`src/rtl/melody_sequencer.sv`:
```
// Melody sequencer: walks a fixed note table on a tempo tick and drives a square-wave tone generator.
// Optional MELODY_LOOP_EN adds a loop input that restarts playback at the end marker.
module melody_sequencer #(
  parameter int unsigned TICK_DIV  = 120000,
  parameter int unsigned GAP_TICKS = 2,
  parameter int unsigned DIV_W     = 24,
  parameter int unsigned DUR_W     = 8
) (
  input  logic             clk12MHz,
  input  logic             rst,
  input  logic             start,
  input  logic             stop,
`ifdef MELODY_LOOP_EN
  input  logic             loop,
`endif
  output logic [DIV_W-1:0] half_period,
  output logic             note_on,
  output logic             note_valid,
  output logic             busy,
  output logic             done,
  output logic [3:0]       index
);

  localparam logic [2:0] S_IDLE = 3'd0;
  localparam logic [2:0] S_LOAD = 3'd1;
  localparam logic [2:0] S_PLAY = 3'd2;
  localparam logic [2:0] S_GAP  = 3'd3;
  localparam logic [2:0] S_DONE = 3'd4;

  localparam int unsigned PW = (TICK_DIV > 1) ? $clog2(TICK_DIV) : 1;
  localparam logic [PW-1:0]    PRE_LAST = PW'(TICK_DIV - 1);
  localparam logic [DUR_W-1:0] GAP_LAST = (GAP_TICKS > 0) ? DUR_W'(GAP_TICKS - 1) : '0;

  logic [2:0]       state;
  logic [PW-1:0]    presc;
  logic [DUR_W-1:0] tick_cnt;
  logic [DUR_W-1:0] dur_reg;
  logic             is_rest;
  logic             tick;
  logic             last_entry;
  logic             loop_en;

  logic             rom_rest;
  logic [DIV_W-1:0] rom_hp;
  logic [DUR_W-1:0] rom_dur;

`ifdef MELODY_LOOP_EN
  assign loop_en = loop;
`else
  assign loop_en = 1'b0;
`endif

  // Entry layout {rest, half_period, duration}; duration 0 marks the end.
  always_comb begin
    rom_rest = 1'b0;
    rom_hp   = '0;
    rom_dur  = '0;
    case (index)
      4'd0: begin rom_hp = DIV_W'(13636); rom_dur = DUR_W'(25); end
      4'd1: begin rom_rest = 1'b1;        rom_dur = DUR_W'(10); end
      4'd2: begin rom_hp = DIV_W'(11467); rom_dur = DUR_W'(25); end
      4'd3: begin rom_hp = DIV_W'(9101);  rom_dur = DUR_W'(50); end
      default: ;
    endcase
  end

  assign tick       = (presc == PRE_LAST);
  assign last_entry = (index == 4'hF);
  assign busy       = (state != S_IDLE);
  assign done       = (state == S_DONE);

  always_ff @(posedge clk12MHz or posedge rst) begin
    if (rst) begin
      state       <= S_IDLE;
      presc       <= '0;
      tick_cnt    <= '0;
      dur_reg     <= '0;
      is_rest     <= 1'b0;
      half_period <= '0;
      note_on     <= 1'b0;
      note_valid  <= 1'b0;
      index       <= '0;
    end else begin
      note_valid <= 1'b0;
      presc      <= tick ? '0 : presc + 1'b1;
      if (stop) begin
        state   <= S_IDLE;
        note_on <= 1'b0;
      end else begin
        case (state)
          S_IDLE: if (start) begin
            state <= S_LOAD;
            index <= '0;
          end
          S_LOAD: begin
            if (rom_dur == '0) begin
              if (loop_en) index <= '0;
              else         state <= S_DONE;
            end else begin
              state    <= S_PLAY;
              presc    <= '0;
              tick_cnt <= '0;
              dur_reg  <= rom_dur;
              is_rest  <= rom_rest;
              note_on  <= ~rom_rest;
              if (!rom_rest) begin
                half_period <= rom_hp;
                note_valid  <= 1'b1;
              end
            end
          end
          S_PLAY: if (tick) begin
            if (tick_cnt == dur_reg - 1'b1) begin
              note_on  <= 1'b0;
              tick_cnt <= '0;
              if (!is_rest && GAP_TICKS > 0) begin
                state <= S_GAP;
                presc <= '0;
              end else begin
                // Entry 15 without an end marker ends playback instead of wrapping.
                state <= last_entry ? S_DONE : S_LOAD;
                if (!last_entry) index <= index + 4'd1;
              end
            end else begin
              tick_cnt <= tick_cnt + 1'b1;
            end
          end
          S_GAP: if (tick) begin
            if (tick_cnt == GAP_LAST) begin
              tick_cnt <= '0;
              state    <= last_entry ? S_DONE : S_LOAD;
              if (!last_entry) index <= index + 4'd1;
            end else begin
              tick_cnt <= tick_cnt + 1'b1;
            end
          end
          S_DONE: state <= S_IDLE;
          default: state <= S_IDLE;
        endcase
      end
    end
  end

endmodule

```
`config.mk`:
```
export PLATFORM = sky130hd
export DESIGN_NAME = melody_sequencer
export DESIGN_NICKNAME = d
export VERILOG_FILES = /design/src/rtl/melody_sequencer.sv
export SDC_FILE = /design/constraint.sdc
export NUM_CORES = 1
export LEC_CHECK = 0
export ABC_AREA = 1
export CORE_MARGIN = 10
export CORE_UTILIZATION = 50
export CTS_CLUSTER_DIAMETER = 150
export DETAILED_ROUTE_END_ITERATION = 12
export PLACE_DENSITY_LB_ADDON = 0.08
export RECOVER_POWER = 25
export SLEW_MARGIN = 20
export SYNTH_ARGS = -nofsm -noshare
export SYNTH_HDL_FRONTEND = slang
export SYNTH_SLANG_ARGS = --single-unit
```
`constraint.sdc`:
```
create_clock -name clk12MHz -period 2.27 [get_ports clk12MHz]
set_clock_uncertainty 0.05 [all_clocks]
set_input_delay 0.3405 -clock clk12MHz [delete_from_list [all_inputs] [get_ports clk12MHz]]
set_output_delay 0.3405 -clock clk12MHz [all_outputs]
set_load 0.05 [all_outputs]
```
==> run_results.csv, run 1 <==
group,metric,value,unit
outcome,status,"finished clean",
layout,top_register,"presc",
grt,grt_max_degree,28,
grt,grt_pass1_wl,11300,um
yosys,synthFlopType,"dfrtp_1",
yosys,yosysWarnings,0,
floorplanning,core,5570,um^2
critical_path,worst-setup-path-type,"reg2out",
power,p_per_area,1100,nW/um^2
yosys,ys_ff_latch,47,
placement,port_buffers,23,
critical_path,r2r-start,"index[1]$_DFFE_PP0P_",
layout,layout.cells.most_common,"nand2_1",
route,viasPerCell,5.03,
sta,timing.slew.headroom,46.0,%
layout,areaGrowthSynthToFinish,12.1,%
yosys,netlist_instances,389,
critical_path,end_kind,"output port",
route,route.detailed.drc,0,
floorplanning,die_area,9290,um^2
yosys,syn_area,2920,um^2
yosys,syn_area_per_cell,7.50,um^2
layout,antennaDiodeCount,0,
cts,htreeDepth,2,
sta,final.period_utilization,95.5,%
sta,setup_tns,0,ns
layout,design_area,3270,um^2
route,wl_per_cell,12.8,um
sta,rsz0062_at_grt,"false",
sta,layout_min_cycle_time,2.17,ns
placement,place_hpwl,4700,um
placement,gp_congestion,0.920,
floorplanning,die_x,96.4,um
layout,fill_cells,538,
grt,grtUsageTotal,14.9,%
route,num_vias,2451,
layout,largest_reg_flops,17,
route,antenna_left,0,
cts,cts_num_sinks,47,
yosys,synthArstFlopShare,100,%
grt,grt_pass1_vias,2515,
critical_path,start_kind,"flop",
layout,fin_nets,427,
cts,cts.path.max_buffers,2,
cts,insertion_delay,0.31,ns
layout,layout_common_cells,"nand2_1, inv_1, dfrtp_1",
grt,globalRoute.totalOverflow,0,
critical_path,r2r_slack,0.17,ns
yosys,seq_area_frac_synth,40.3,%
cts,cts_root_buf,"clkbuf_8",
worst_hold_path,holdPathEnd,"presc[0]$_DFF_PP0_",
layout,top_regs,"presc: 17 flops, tick_cnt: 8 flops, half_period: 7 flops",
worst_hold_path,hold_path_class,"reg2reg",
cts,cts_buffers,5,
critical_path,worst-r2r-cell-count,12,
critical_path,cp_max_fo,5,
cts,cts_tree,"yes",
critical_path,r2r_end,"presc[16]$_DFF_PP0_",
route,routed_wl,6220,um
critical_path,arrival,1.78,ns
flow_run,cap_viol_max_count,0,
sta,hold_viol_final,0,
cts,clk_pin_slew_worst_paths,0.09,ns
sta,setup_viol,0,
critical_path,cp.required,1.88,ns
floorplanning,ioPinCount,36,
floorplanning,initial_core_util,52.3,%
floorplanning,die_h,96.4,um
yosys,synth-edff-count,0,
worst_hold_path,hold_start,"presc[0]$_DFF_PP0_",
sta,tightest_slew,0.809,ns
grt,antenna_found_initial,0,
power,worst_ir_drop_vdd,0.794,mV
power,p_leak,1.57,nW
sta,whs,0.413,ns
floorplanning,num_rows,27,
route,drt_iter0_drc,172,
route,drtPass1Iterations,4,
placement,post_dp_cell_area,3160,um^2
sta,max_freq,461,MHz
yosys,synth_cell_type_count,41,
worst_hold_path,worstHoldPathCells,1,
layout,drive_above_1_share,9.64,%
sta,slew_violations,0,
worst max path at each step:
stage / start / end / slack (ns) / cells past startpoint
6_report: state[0]$_DFFE_PP0P_ / busy / 0.10 / 3
3_3_place_gp: dur_reg[0]$_DFFE_PP0P_ / tick_cnt[2]$_DFFE_PP0P_ / 0.17 / 14
2_1_floorplan: index[0]$_DFFE_PP0P_ / tick_cnt[0]$_DFFE_PP0P_ / 0.20 / 11
3_5_place_dp: dur_reg[0]$_DFFE_PP0P_ / tick_cnt[3]$_DFFE_PP0P_ / 0.14 / 14
5_1_grt: dur_reg[0]$_DFFE_PP0P_ / tick_cnt[2]$_DFFE_PP0P_ / 0.0007 / 14
4_1_cts: state[0]$_DFFE_PP0P_ / done / 0.06 / 2
what timing repair did:
| item | 4_1_cts | 5_1_grt |
|---|---|---|
| gates resized for setup | 0 | 7 |
| endpoints found under the hold margin | 0 | 0 |
| hold buffers | 0 | 0 |
| buffers inserted | 0 | 1 |
| endpoints found under the setup margin | 0 | 16 |
power by group:
group          leakage, nW  internal, mW  total [mW]  switching [mW]
Sequential           0.621          1.02        1.18           0.163
Combinational        0.904         0.594        1.89            1.30
Clock               0.0443         0.221       0.528           0.307
Total                 1.57          1.83        3.60            1.77
metrics by stage:
stage / setup WS (ns) / std cells / power, mW / util (%)
global placement: 0.172 / 478 / 3.02 / 56.7
detailed placement: 0.140 / 478 / 3.05 / 56.7
CTS: 0.0636 / 486 / 3.59 / 58.3
floorplan: 0.196 / 400 / 2.62 / -
global route: 0.000741 / 487 / 3.93 / 58.7
finish: 0.101 / 487 / 3.60 / 58.7
synthesized netlist by cell type, types with 2 or more instances:
library cell	number	area (um^2)
o21ai_1	7	35.0
nor2_2	2	12.5
nand3_2	3	30.0
nor3_1	15	75.1
or2_2	3	18.8
nand2_1	94	353
ha_1	9	113
o31ai_1	2	15.0
nand2_2	3	18.8
xnor2_1	2	17.5
nor2_4	2	22.5
nand3_1	31	155
o21ai_0	13	65.1
a21oi_1	10	50.1
buf_4	17	128
nor3b_1	2	15.0
nand4_1	6	37.5
nor2_1	41	154
o21ai_2	2	17.5
dfrtp_1	47	1180
inv_1	54	203
buf_6	2	22.5
xor2_1	4	35.0
critical path, cell delays in order, from the launching register on:
cell and delay, ns:
dfrtp_1 0.46, nor2_1 0.21, nand2_1 0.09, clkdlybuf4s50_1 0.71
cell type report:
cell class                 count  area, um^2  share of cell area [%]
inverter                      57         218                    6.66
sequential                    47        1180                    36.0
multi-input combinational    276        1430                    43.8
clock inverter                 3        25.0                   0.765
tap                           72        90.1                    2.76
timing repair buffer          27         260                    7.96
clock buffer                   5        68.8                    2.10
kinds of logic after synthesis:
logic type,share of synthesized area [%]
buffers and inverters,12.8
xor gates and xnor gates,1.80
other,0.129
DFF,40.3
adders and majority gates,3.86
AOI/OAI and AO/OA,7.89
and+or+nand+nor,33.2
metal layers:
layer / GRT usage [%] / up-vias / wire [um]
met5: 0 / - / 0
met4: 4.24 / 0 / 74
met3: 5.17 / 6 / 448
met2: 23.6 / 43 / 2690
met1: 19.0 / 1136 / 3000
li1: - / 1266 / -
Power figures use the tool's default switching activity.
==> inputs of run 2 (changes only) <==
--- a/config.mk
+++ b/config.mk
@@ -12,7 +12,6 @@
 export DETAILED_ROUTE_END_ITERATION = 12
 export PLACE_DENSITY_LB_ADDON = 0.08
 export RECOVER_POWER = 25
-export SLEW_MARGIN = 20
 export SYNTH_ARGS = -nofsm -noshare
 export SYNTH_HDL_FRONTEND = slang
 export SYNTH_SLANG_ARGS = --single-unit
==> results of run 2 <==
Final layout, timing and power as in run 1 (identical DEF).
==> inputs of run 3 (changes only) <==
==> constraint.sdc (replaced) <==
create_clock -name clk12MHz -period 2.27 [get_ports clk12MHz]
set_clock_uncertainty 0.05 [all_clocks]
set_input_delay 0.454 -clock clk12MHz [delete_from_list [all_inputs] [get_ports clk12MHz]]
set_output_delay 0.454 -clock clk12MHz [all_outputs]
set_load 0.05 [all_outputs]
==> run 3 against run 2 <==
Via count grew 0.33%. Sequential share of layout area increased by 0.055 points. Final cell count is 0.21% higher. Largest cell class unchanged. Critical path depth down 2.
==> run_results.csv, run 3 (synthesis results as in run 1) <==
group,metric,value,unit
outcome,status,"finished clean",
floorplanning,die_area,9290,um^2
floorplanning,initial_core_util,52.3,%
grt,grt_max_degree,33,
cts,clk_pin_slew_worst_paths,0.10,ns
critical_path,cp.required,1.77,ns
layout,fin_nets,428,
cts,cts_buffers,5,
layout,design_area,3260,um^2
power,internal_power,1.83,mW
layout,top_register,"presc",
placement,place_hpwl,4590,um
sta,hold_viol_final,0,
critical_path,cp_cell_sequence,"clkdlybuf4s50_1",
sta,setup_viol,0,
critical_path,end_kind,"output port",
critical_path,start_kind,"flop",
route,route.detailed.drc,0,
route,antenna_left,0,
critical_path,cp_max_fo,6,
layout,fill_cells,508,
placement,gp_congestion,0.923,
cts,cts_tree,"yes",
critical_path,worst-setup-path-type,"reg2out",
route,num_vias,2459,
route,wl_per_cell,12.5,um
cts,cts_hold_buf,0,
route,drtPass1Iterations,4,
layout,top_regs,"presc: 17 flops, tick_cnt: 8 flops, half_period: 7 flops",
cts,cts.path.max_buffers,2,
sta,timing.slew.headroom,46.3,%
floorplanning,core,5570,um^2
cts,cts_root_buf,"clkbuf_8",
layout,largest_reg_flops,17,
sta,max_freq,474,MHz
sta,tightest_slew,0.805,ns
grt,grt_pass1_wl,10400,um
grt,grt_pass1_vias,2297,
sta,setup_tns,0,ns
layout,layout.cells.most_common,"nand2_1",
floorplanning,die_x,96.4,um
sta,rsz0062_at_grt,"false",
power,seqPwrFrac,32.5,%
critical_path,cp.buffers_inverters,1,
flow_run,cap_viol_max_count,0,
route,routed_wl,6080,um
power,worst_ir_drop_vdd,0.896,mV
layout,layout_common_cells,"nand2_1, inv_1, dfrtp_1",
cts,cts_num_sinks,47,
layout,drive_above_1_share,9.62,%
cts,insertion_delay,0.31,ns
cts,htreeDepth,2,
power,comb_power_share,52.3,%
placement,port_buffers,23,
power,swShare,49.2,%
floorplanning,die_h,96.4,um
critical_path,slowest_stage,"clkdlybuf4s50_1",
floorplanning,num_rows,27,
route,viasPerCell,5.04,
layout,areaGrowthSynthToFinish,11.9,%
sta,layout_min_cycle_time,2.11,ns
route,drt_iter0_drc,129,
placement,post_dp_cell_area,3160,um^2
sta,final.period_utilization,93.0,%
floorplanning,ioPinCount,36,
power,net-switching-power,1.77,mW
grt,antenna_found_initial,0,
layout,antennaDiodeCount,0,
critical_path,critPathTopFamily,"buffers and inverters",
sta,slew_violations,0,
critical_path,arrival,1.61,ns
worst_hold_path,hold_path_class,"reg2reg",
grt,globalRoute.totalOverflow,0,
grt,grtUsageTotal,13.9,%
power,p_per_area,1100,nW/um^2
critical_path,critPathMaxStageDelay,0.85,ns
power,p_leak,1.56,nW
power,p_clk_share,15.2,%
## run 3: power by group through the flow
stage | Sequential, mW | Clock, mW | Combinational, mW
floorplan | 1.38 | 0 | 1.25
global placement | 1.19 | 0 | 1.83
detailed placement | 1.19 | 0 | 1.85
CTS | 1.18 | 0.565 | 1.85
global route | 1.20 | 0.602 | 2.10
finish | 1.17 | 0.549 | 1.88
## run 3: worst paths after layout
kind | start | endpoint | slack [ns] | cells after the start
worst max-delay path | index[0]$_DFFE_PP0P_ | index[0] | 0.16 | 1
worst min-delay path | presc[0]$_DFF_PP0_ | presc[0]$_DFF_PP0_ | 0.42 | 1
worst max register to register | index[0]$_DFFE_PP0P_ | presc[16]$_DFF_PP0_ | 0.22 | 12
worst min register to register | presc[0]$_DFF_PP0_ | presc[0]$_DFF_PP0_ | 0.42 | 1
max in group asynchronous | rst | tick_cnt[2]$_DFFE_PP0P_ | 0.39 | 3
min in group asynchronous | rst | note_valid$_DFF_PP0_ | 0.58 | 2
## run 3: area by class of cell
type	count	area [um^2]	area share (%)
clock buffer	5	68.8	2.11
clock inverter	3	26.3	0.805
inverter	57	218	6.67
multi-input combinational	276	1420	43.6
sequential	47	1180	36.0
tap	72	90.1	2.76
timing repair buffer	28	262	8.01
## run 3: metrics by stage
| stage | util, % | hold slack, ns | cells | total power, mW | setup WS (ns) |
|---|---|---|---|---|---|
| floorplan | - | 0.380 | 400 | 2.62 | 0.196 |
| global placement | 56.6 | 0.405 | 478 | 3.02 | 0.171 |
| global route | 58.6 | 0.460 | 488 | 3.90 | 0.0104 |
| finish | 58.6 | 0.420 | 488 | 3.60 | 0.160 |
| CTS | 58.3 | 0.384 | 486 | 3.59 | 0.0995 |
| detailed placement | 56.6 | 0.408 | 478 | 3.03 | 0.108 |
## run 3: per-layer routing
layer / share of wire, % / GRT usage [%] / vias up
met3: 7.6 / 5.01 / 8
met5: 0 / 0 / -
met4: 1.3 / 3.39 / 0
met2: 43 / 21.2 / 57
li1: - / - / 1265
met1: 48 / 18.3 / 1129
## run 3: what timing repair did
action	in CTS	in global routing
setup endpoints to repair	1	14
resized for setup	1	4
pin swaps	0	1
buffers inserted	0	2
